<file path="src/rtl/pong_pkg.sv">
// Shared encodings for the pong score keeper and the text overlay stage.
// Holds game state / winner codes, BCD digit width and a BCD-to-binary helper.
package pong_pkg;

  localparam int unsigned DIGIT_W = 4;

  typedef enum logic [1:0] {
    ST_IDLE = 2'b00,
    ST_PLAY = 2'b01,
    ST_OVER = 2'b10
  } state_e;

  localparam logic [1:0] WIN_NONE = 2'b00;
  localparam logic [1:0] WIN_L    = 2'b01;
  localparam logic [1:0] WIN_R    = 2'b10;
  localparam logic [1:0] WIN_DRAW = 2'b11;

  // Two-digit BCD pair to binary (0..99 fits in 7 bits).
  function automatic logic [6:0] bcd2bin(logic [DIGIT_W-1:0] tens, logic [DIGIT_W-1:0] ones);
    return (7'(tens) * 7'd10) + 7'(ones);
  endfunction

endpackage

</file>
<file path="src/rtl/pong_score_if.sv">
// Control and display bundle between the score keeper and its neighbours.
// master drives start/clr/points; slave (the score keeper) drives digits and status.
interface pong_score_if;
  import pong_pkg::*;

  logic               start;
  logic               clr;
  logic               point_l;
  logic               point_r;
  logic [DIGIT_W-1:0] dig0;
  logic [DIGIT_W-1:0] dig1;
  logic [DIGIT_W-1:0] dig2;
  logic [DIGIT_W-1:0] dig3;
  logic [1:0]         ball;
  logic [1:0]         game_state;
  logic [1:0]         winner;

  modport master (
    output start, clr, point_l, point_r,
    input  dig0, dig1, dig2, dig3, ball, game_state, winner
  );

  modport slave (
    input  start, clr, point_l, point_r,
    output dig0, dig1, dig2, dig3, ball, game_state, winner
  );

endinterface

</file>
<file path="src/rtl/bcd2_counter.sv">
// Two-digit BCD counter: ones wrap 9->0 carrying into tens, saturates at 99.
// Synchronous active-high reset and clear both return the pair to 00.
module bcd2_counter
  import pong_pkg::*;
(
  input  logic               clk_i,
  input  logic               rst_i,
  input  logic               clr_i,
  input  logic               inc_i,
  output logic [DIGIT_W-1:0] tens_o,
  output logic [DIGIT_W-1:0] ones_o
);

  logic [DIGIT_W-1:0] tens_q, tens_d;
  logic [DIGIT_W-1:0] ones_q, ones_d;
  logic               at_max;

  assign at_max = (tens_q == 4'd9) && (ones_q == 4'd9);

  always_comb begin
    tens_d = tens_q;
    ones_d = ones_q;
    if (clr_i) begin
      tens_d = '0;
      ones_d = '0;
    end else if (inc_i && !at_max) begin
      if (ones_q == 4'd9) begin
        ones_d = '0;
        tens_d = tens_q + 4'd1;
      end else begin
        ones_d = ones_q + 4'd1;
      end
    end
  end

  always_ff @(posedge clk_i) begin
    if (rst_i) begin
      tens_q <= '0;
      ones_q <= '0;
    end else begin
      tens_q <= tens_d;
      ones_q <= ones_d;
    end
  end

  assign tens_o = tens_q;
  assign ones_o = ones_q;

endmodule

</file>
<file path="src/rtl/pong_score_keeper.sv">
// Pong game-progress tracker: BCD scores, balls remaining, IDLE/PLAY/OVER FSM and winner.
// Define PONG_SCORE_EDGE_EN to score on 0->1 transitions of level point inputs.
module pong_score_keeper
  import pong_pkg::*;
#(
  parameter int unsigned WIN_SCORE = 11,
  parameter int unsigned BALLS     = 3
) (
  input logic         clk,
  input logic         reset,
  pong_score_if.slave bus
);

  logic               qual_l, qual_r;
  logic               live, inc_l, inc_r, any_pt;
  logic [DIGIT_W-1:0] tens_l, ones_l, tens_r, ones_r;
  logic [6:0]         l_cur, r_cur, l_next, r_next;
  logic               hit_l, hit_r;
  logic [1:0]         ball_d;

  state_e     state_q;
  logic [1:0] ball_q;
  logic [1:0] winner_q;

`ifdef PONG_SCORE_EDGE_EN
  logic prev_l_q, prev_r_q;

  // Reset high so an input already asserted at reset release does not score.
  always_ff @(posedge clk) begin
    if (reset) begin
      prev_l_q <= 1'b1;
      prev_r_q <= 1'b1;
    end else begin
      prev_l_q <= bus.point_l;
      prev_r_q <= bus.point_r;
    end
  end

  assign qual_l = bus.point_l & ~prev_l_q;
  assign qual_r = bus.point_r & ~prev_r_q;
`else
  assign qual_l = bus.point_l;
  assign qual_r = bus.point_r;
`endif

  assign live   = (state_q == ST_PLAY) && !bus.clr;
  assign inc_l  = live && qual_l;
  assign inc_r  = live && qual_r;
  assign any_pt = inc_l || inc_r;

  bcd2_counter u_left (
    .clk_i  (clk),
    .rst_i  (reset),
    .clr_i  (bus.clr),
    .inc_i  (inc_l),
    .tens_o (tens_l),
    .ones_o (ones_l)
  );

  bcd2_counter u_right (
    .clk_i  (clk),
    .rst_i  (reset),
    .clr_i  (bus.clr),
    .inc_i  (inc_r),
    .tens_o (tens_r),
    .ones_o (ones_r)
  );

  // Win evaluation must see the post-increment scores in the same cycle.
  assign l_cur  = bcd2bin(tens_l, ones_l);
  assign r_cur  = bcd2bin(tens_r, ones_r);
  assign l_next = (inc_l && (l_cur != 7'd99)) ? l_cur + 7'd1 : l_cur;
  assign r_next = (inc_r && (r_cur != 7'd99)) ? r_cur + 7'd1 : r_cur;
  assign hit_l  = l_next >= 7'(WIN_SCORE);
  assign hit_r  = r_next >= 7'(WIN_SCORE);
  assign ball_d = (any_pt && (ball_q != 2'd0)) ? ball_q - 2'd1 : ball_q;

  always_ff @(posedge clk) begin
    if (reset || bus.clr) begin
      state_q  <= ST_IDLE;
      ball_q   <= 2'(BALLS);
      winner_q <= WIN_NONE;
    end else begin
      unique case (state_q)
        ST_IDLE: begin
          if (bus.start) state_q <= ST_PLAY;
        end
        ST_PLAY: begin
          ball_q <= ball_d;
          if (hit_l || hit_r) begin
            state_q  <= ST_OVER;
            winner_q <= {hit_r, hit_l};
          end else if (any_pt && (ball_d == 2'd0)) begin
            state_q  <= ST_OVER;
            winner_q <= (l_next > r_next) ? WIN_L :
                        (r_next > l_next) ? WIN_R : WIN_DRAW;
          end
        end
        default: ;
      endcase
    end
  end

  assign bus.dig0       = ones_l;
  assign bus.dig1       = tens_l;
  assign bus.dig2       = ones_r;
  assign bus.dig3       = tens_r;
  assign bus.ball       = ball_q;
  assign bus.game_state = state_q;
  assign bus.winner     = winner_q;

endmodule

</file>
<file path="src/flat_wrapper.sv">
// flat-port wrapper written by rule: the top's interface ports become plain ports
module pong_score_keeper_flat import pong_pkg::*;
#(
  parameter int unsigned WIN_SCORE = 11,
  parameter int unsigned BALLS     = 3
)
  (clk, reset, bus_start, bus_clr, bus_point_l, bus_point_r, bus_dig0, bus_dig1, bus_dig2, bus_dig3, bus_ball, bus_game_state, bus_winner);
  pong_score_if bus_i ();
  input logic clk;
  input logic reset;
  input wire logic [$bits(bus_i.start)-1:0] bus_start;
  input wire logic [$bits(bus_i.clr)-1:0] bus_clr;
  input wire logic [$bits(bus_i.point_l)-1:0] bus_point_l;
  input wire logic [$bits(bus_i.point_r)-1:0] bus_point_r;
  output wire logic [$bits(bus_i.dig0)-1:0] bus_dig0;
  output wire logic [$bits(bus_i.dig1)-1:0] bus_dig1;
  output wire logic [$bits(bus_i.dig2)-1:0] bus_dig2;
  output wire logic [$bits(bus_i.dig3)-1:0] bus_dig3;
  output wire logic [$bits(bus_i.ball)-1:0] bus_ball;
  output wire logic [$bits(bus_i.game_state)-1:0] bus_game_state;
  output wire logic [$bits(bus_i.winner)-1:0] bus_winner;
  assign bus_i.start = bus_start;
  assign bus_i.clr = bus_clr;
  assign bus_i.point_l = bus_point_l;
  assign bus_i.point_r = bus_point_r;
  assign bus_dig0 = bus_i.dig0;
  assign bus_dig1 = bus_i.dig1;
  assign bus_dig2 = bus_i.dig2;
  assign bus_dig3 = bus_i.dig3;
  assign bus_ball = bus_i.ball;
  assign bus_game_state = bus_i.game_state;
  assign bus_winner = bus_i.winner;
  pong_score_keeper #(.WIN_SCORE(WIN_SCORE), .BALLS(BALLS)) u_core (.clk(clk), .reset(reset), .bus(bus_i));
endmodule
</file>
<file path="config.mk">
export PLATFORM = sky130hd
export DESIGN_NAME = pong_score_keeper_flat
export DESIGN_NICKNAME = d
export VERILOG_FILES = /design/src/rtl/pong_pkg.sv /design/src/rtl/pong_score_if.sv /design/src/rtl/bcd2_counter.sv /design/src/rtl/pong_score_keeper.sv /design/src/flat_wrapper.sv
export SDC_FILE = /design/constraint.sdc
export NUM_CORES = 1
export LEC_CHECK = 0
export BUFFER_PORTS_ARGS = -buffer_cell sky130_fd_sc_hd__buf_2
export CAP_MARGIN = 40
export CORE_ASPECT_RATIO = 0.6
export CORE_MARGIN = 5
export CORE_UTILIZATION = 45
export DETAILED_ROUTE_END_ITERATION = 7
export PLACE_DENSITY = 0.67
export REMOVE_ABC_BUFFERS = 1
export SYNTH_ARGS = -nofsm -noshare
export SYNTH_HDL_FRONTEND = slang
export SYNTH_SLANG_ARGS = --single-unit
</file>
<file path="constraint.sdc">
create_clock -name clk -period 5.2 [get_ports clk]
set_clock_uncertainty 0.15 [all_clocks]
set_input_delay 0 -clock clk [delete_from_list [all_inputs] [get_ports clk]]
set_output_delay 0 -clock clk [all_outputs]
set_load 0.03 [all_outputs]
</file>
### Word level (Yosys, flattened, before mapping)

Index checks and enable logic that the tools add are counted.
W data, S select, Z words.

* register bits after elaboration: 22
* input bits: 6
* output and inout bits: 22

* $add $sub $neg: 9
* $mul: 2
* $lt $le $gt $ge: 4
* equality and inequality tests: 9
* multiplexer cells: 13
* reduce and logical (&&, ||, !) cells: 27

Operators with widths (count)
* $add A4 B1 Y4 const B: 4
* $eq A4 B4 Y1 const B: 4
* $add A7 B1 Y7 const B: 2
* $add A7 B4 Y7: 2
* $ge A7 B4 Y1 const B: 2
* $gt A7 B7 Y1: 2
* $mux W2: 7
* $mux W7: 2
* $ne A7 B7 Y1 const B: 2
* $mul A4 B3 Y6 const B: 2
* $logic_and A1 B1 Y1: 11
* $mux W4: 2
* $reduce_and A2 Y1: 3
* $reduce_bool A2 Y1: 3
* $logic_not A2 Y1: 2
* $pmux W2 S2: 1
* $logic_not A1 Y1: 3
* $logic_or A1 B1 Y1: 3
* $ne A3 B3 Y1 const B: 1
* $reduce_and A3 Y1: 1
* $eq A2 B1 Y1 const B: 1
* $ne A2 B2 Y1 const B: 1
* $reduce_or A2 Y1: 1
* $sub A2 B1 Y2 const B: 1
* $mux W1: 1

### Logic depth before layout (Yosys ltp)

* word-level depth: 11
* gate-level depth with buffers: 18

### Cells and area by module

Synthesis repeated with hierarchy kept, for this count alone.

* cells, all modules: 294
* area total of the unflattened synthesis: 2366.0 µm²

Modules (own cells, without submodules)
* pong_score_keeper: times used 1, cells an instance 200, area each 1555.2 µm²
* bcd2_counter: times used 2, cells an instance 47, area each 405.4 µm²

### Least setup slack after synthesis

OpenSTA, ideal clock, no wires.

* kind: register to register
* start: register u_core.u_left.tens_q[1] (netlist: u_core.u_left.tens_o[1])
* end: register u_core.winner_q[1] (netlist: u_core.bus.winner[1])
* setup time: 0.116 ns
* arrival: 3.661 ns
* data required time: 4.934 ns
* slack: 1.272 ns
* cell stages (with the launch flop): 17
* path buffers: 0
* path through: dfxtp_1 ha_1 ha_1 inv_1 fa_1 inv_1 xnor2_1 nand4_1 o21ai_0 mux2_2 ha_1 a21o_1 a21oi_1 o21ai_0 nand2_1 a211o_1 o211a_1

* word-level cells in the longest chain between the ends: 9

RTL lines
* start: declaration: line bcd2_counter.sv:14 `logic [DIGIT_W-1:0] tens_q, tens_d;`
* start signal: assignment: line bcd2_counter.sv:41 `tens_q <= tens_d;`
* $mul A4 B3 Y6 *: line pong_pkg.sv:20 `return (7'(tens) * 7'd10) + 7'(ones);`
* $add A7 B4 Y7 *: line pong_pkg.sv:20
* branches (longest 2 deep; another with $add A7 B1 Y7)
* $mux W7 *: line pong_score_keeper.sv:72 `assign l_next = (inc_l && (l_cur != 7'd99)) ? l_cur + 7'd1 : l_cur;`
* $gt A7 B7 Y1 / $ge A7 B4 Y1 (equally long branches): line pong_score_keeper.sv:95, pong_score_keeper.sv:74
* $mux W2 / $logic_or A1 B1 Y1 (equally long branches): line pong_score_keeper.sv:95, pong_score_keeper.sv:90
* $mux W2 / $reduce_bool A2 Y1 (equally long branches)
* $mux W2 / $reduce_and A2 Y1 (equally long branches)
* end signal: assignment: line pong_score_keeper.sv:92 `winner_q <= {hit_r, hit_l};`
* end signal: assignment: line pong_score_keeper.sv:95 `winner_q <= (l_next > r_next) ? WIN_L :`
* end: declaration: line pong_score_keeper.sv:23 `logic [1:0] winner_q;`

Mark *: on every way between the ends. The select of a mux whose other input is x is not followed.
A chain may end at the register's enable or synchronous reset.

### Worst setup path after layout

Same ends and word-level chain as after synthesis.

==> impl_metrics.env <==
export IMPL_status="finished, final reports clean"
export IMPL_hold_path_class="in2reg"
export IMPL_cp_end_kind="register"
export IMPL_fmax_ghz=0.239
export IMPL_synth_top_area_share_pct=20.0
export IMPL_crit_path_cell_trace="ha_1 -> ha_1 -> inv_1 -> fa_1 -> inv_1 -> xnor2_1 -> nand4_1 -> o21ai_0 -> mux2_2 -> ha_1 -> a21o_1 -> a21oi_1 -> o21ai_0 -> nand2_1 -> a211o_1 -> o211a_1"
export IMPL_htreeDepth=1
export IMPL_synth_compound_area_share_pct=16.4
export IMPL_stdcell_count=368
export IMPL_post_route_min_period_ps=4180
export IMPL_grt_pass1_wl_microns=8760
export IMPL_floorplan_initialDensity_pct=47.2
export IMPL_ys_seq_elements=22
export IMPL_ys_flop_type="dfxtp_1"
export IMPL_max_cap_violations=0
export IMPL_routed_wl_microns=5060
export IMPL_utilization_pct=53.6
export IMPL_vias=1968
export IMPL_port_buffers=27
export IMPL_slowest_stage="dfxtp_1"
export IMPL_core_sq_mm=0.00466
export IMPL_dpl_cell_area_sq_mm=0.00239
export IMPL_yosys_top_cells_area="dfxtp_1 (20%), ha_1 (15%), xnor2_1 (10%)"
export IMPL_cts_inserted_buffers=3
export IMPL_crit_path_max_fanout=7
export IMPL_antenna_diode_count=0
export IMPL_grt_pass1_vias=1753
export IMPL_cp_start_kind="register"
export IMPL_tightest_slew_ps=732
export IMPL_rsz0062_at_grt="false"
export IMPL_clk_pin_slew_ps=100
export IMPL_yosys_top_cells_count="ha_1 (27), nand2_1 (27), nor2_1 (26)"
export IMPL_critPathTopFamily="compound AO/OA/AOI/OAI gates"
export IMPL_crit_top_cell="ha_1"
export IMPL_yosysWarnings=0
export IMPL_drc=0
export IMPL_boundaryPins=28
export IMPL_nNetsFinal=343
export IMPL_synthSimpleGateAreaFrac_pct=23.7
export IMPL_holdBufCountCts=3
export IMPL_die_area_sq_mm=0.00643
export IMPL_place_inst=361
export IMPL_synth_edf_count=0
export IMPL_cts_path_max_buffers=2
export IMPL_avgSynthCellArea_sq_um=7.97
export IMPL_clock_latency_ps=270
export IMPL_worstPathArrival_ps=4200
export IMPL_gr_total_overflow=0
export IMPL_die_h_microns=64.2
export IMPL_ant_nets=0
export IMPL_finalSetupViolCount=0
export IMPL_cts_sinks=22
export IMPL_synthArstFlopShare_pct=0
export IMPL_drt_iter0_markers=186
export IMPL_critPathRequiredTime_ps=5220
export IMPL_ys_types=47
export IMPL_yosys_area_top_type="dfxtp_1"
export IMPL_r2r_start="u_core.u_left.tens_o[1]"
export IMPL_finalHoldViolations=0
export IMPL_cts_resized=0
export IMPL_synth_fa_ha_area_share_pct=19.0
export IMPL_hpwlAfterDp_microns=3970
export IMPL_synth_area_mux_share_pct=1.42
export IMPL_leakagePower_nw=1.09
export IMPL_antenna_found_initial=0
export IMPL_cts_root_buf="clkbuf_8"
export IMPL_fin_area_sq_mm=0.00250
export IMPL_synth_xor_area_share_pct=13.8
export IMPL_slew_headroom_pct=50.7
export IMPL_netlist_instances=276
export IMPL_tritoncts="built"
export IMPL_grt_usage_pct=16.5
export IMPL_tns_ps=0
export IMPL_hp_start="bus_clr"
export IMPL_drive_gt1_share_pct=13.4
export IMPL_wl_per_cell_microns=13.7
export IMPL_grt_max_degree=18
export IMPL_critPathKind="reg2reg"
export IMPL_vias_per_cell=5.35
export IMPL_netlist_area_sq_mm=0.00220
export IMPL_place_congestion=0.820
export IMPL_die_x_microns=100
export IMPL_vdd_drop_max_v=0.000104
export IMPL_drt_pass1_iterations=5
export IMPL_postCtsSetupBuffers=0
export IMPL_crit_path_start="u_core.u_left.tens_o[1]"
export IMPL_rows=19
export IMPL_post_route_period_util_pct=80.4
export IMPL_path_buf_inv=2
export IMPL_final_max_slew_viol_count=0
export IMPL_yosysSeqAreaShare_pct=20.0
export IMPL_pwr_density_cell_mw_per_mm2=143
export IMPL_syn_to_final_growth_pct=13.5
export IMPL_synth_top_family_by_area="simple AND/OR/NAND/NOR gates"
export IMPL_cpPeakStageDelay_ps=480
-- cell type report --
class / instances / area, sq um
clock buffer: 3 / 41.3
clock inverter: 1 / 30.0
fill: 473 / 2160
inverter: 24 / 90.1
multi-input combinational: 223 / 1640
sequential: 22 / 440
tap: 63 / 78.8
timing repair buffer: 32 / 180
-- state kept, by name (all words and copies together) (netlist names) --
register	cells
u_core.u_left.tens_o	4
u_core.u_left.ones_o	4
u_core.bus.ball	2
u_core.u_right.tens_o	4
u_core.bus.winner	2
u_core.u_right.ones_o	4
u_core.bus.game_state	2
-- metal layers --
layer | part of all wire, % | global-route usage, %
met5 | 0 | 0
met4 | 0.53 | 2.52
met3 | 4.4 | 2.61
met2 | 34 | 19.8
met1 | 61 | 29.0
-- logic make-up (layout without fill, tap and decap cells) --
logic type	Yosys count	after routing
fa+ha+maj	31	31
buf+inv	31	60
simple gates	103	103
flops	22	22
compound gates	53	53
mux	3	3
xor+xnor	33	33
-- path summary, 6_finish.rpt --
path | endpoint | slack (ps) | cells after the start
setup / recovery | u_core.bus.winner[1] | 1020 | 16
hold / removal | u_core.bus.ball[1] | 20 | 5
setup reg to reg | u_core.bus.winner[1] | 1020 | 16
hold reg to reg | u_core.bus.winner[1] | 360 | 1
-- power breakdown --
| group | internal, mW | total (mW) | leakage, nW | switching (mW) |
|---|---|---|---|---|
| logic | 0.00751 | 0.0177 | 0.881 | 0.0102 |
| clock network | 0.103 | 0.170 | 0.0357 | 0.0670 |
| registers | 0.169 | 0.170 | 0.177 | 0.00120 |
-- worst register-to-register path, delay by kind of cell, from the launching register on --
family	cells	cell delay (ps)
AO/OA/AOI/OAI	6	1270
adder cells (fa/ha/maj)	4	1210
flip-flops	1	480
multiplexers	1	390
buffers and inverters	2	220
AND/OR/NAND/NOR	2	210
XOR/XNOR	1	170
-- cell usage in the layout (no fill, tap or decap), drive strengths merged, types with 2 or more instances in the layout --
master and instances:
buf 29, nand2 28, xnor2 25, xor2 7
nor4 4, a21o 2, a31oi 5, or3 2
a211oi 5, dlygate4sd3 3, clkbuf 3, nand3b 2
o2111ai 2, nor2b 4, nor3 9, o21ai 8
o211a 2, o31ai 2, inv 24, mux2i 2
nor2 26, fa 4, and4b 2, dfxtp 22
o22ai 2, o211ai 5, a21oi 14, nand3 9
nor3b 2, ha 27, a31o 3, and2 2
nand4 6
-- metrics by stage --
step           hold slack, ps  power [mW]  setup WS [ps]
6_report                 16.3       0.358           1020
3_5_place_dp              111       0.190           1100
4_1_cts                  14.5       0.363           1050
5_1_grt                  47.3       0.372            761
2_1_floorplan           -20.8       0.183           1270
3_3_place_gp              116       0.190           1170
No activity file was read; power rests on OpenSTA's default activity.
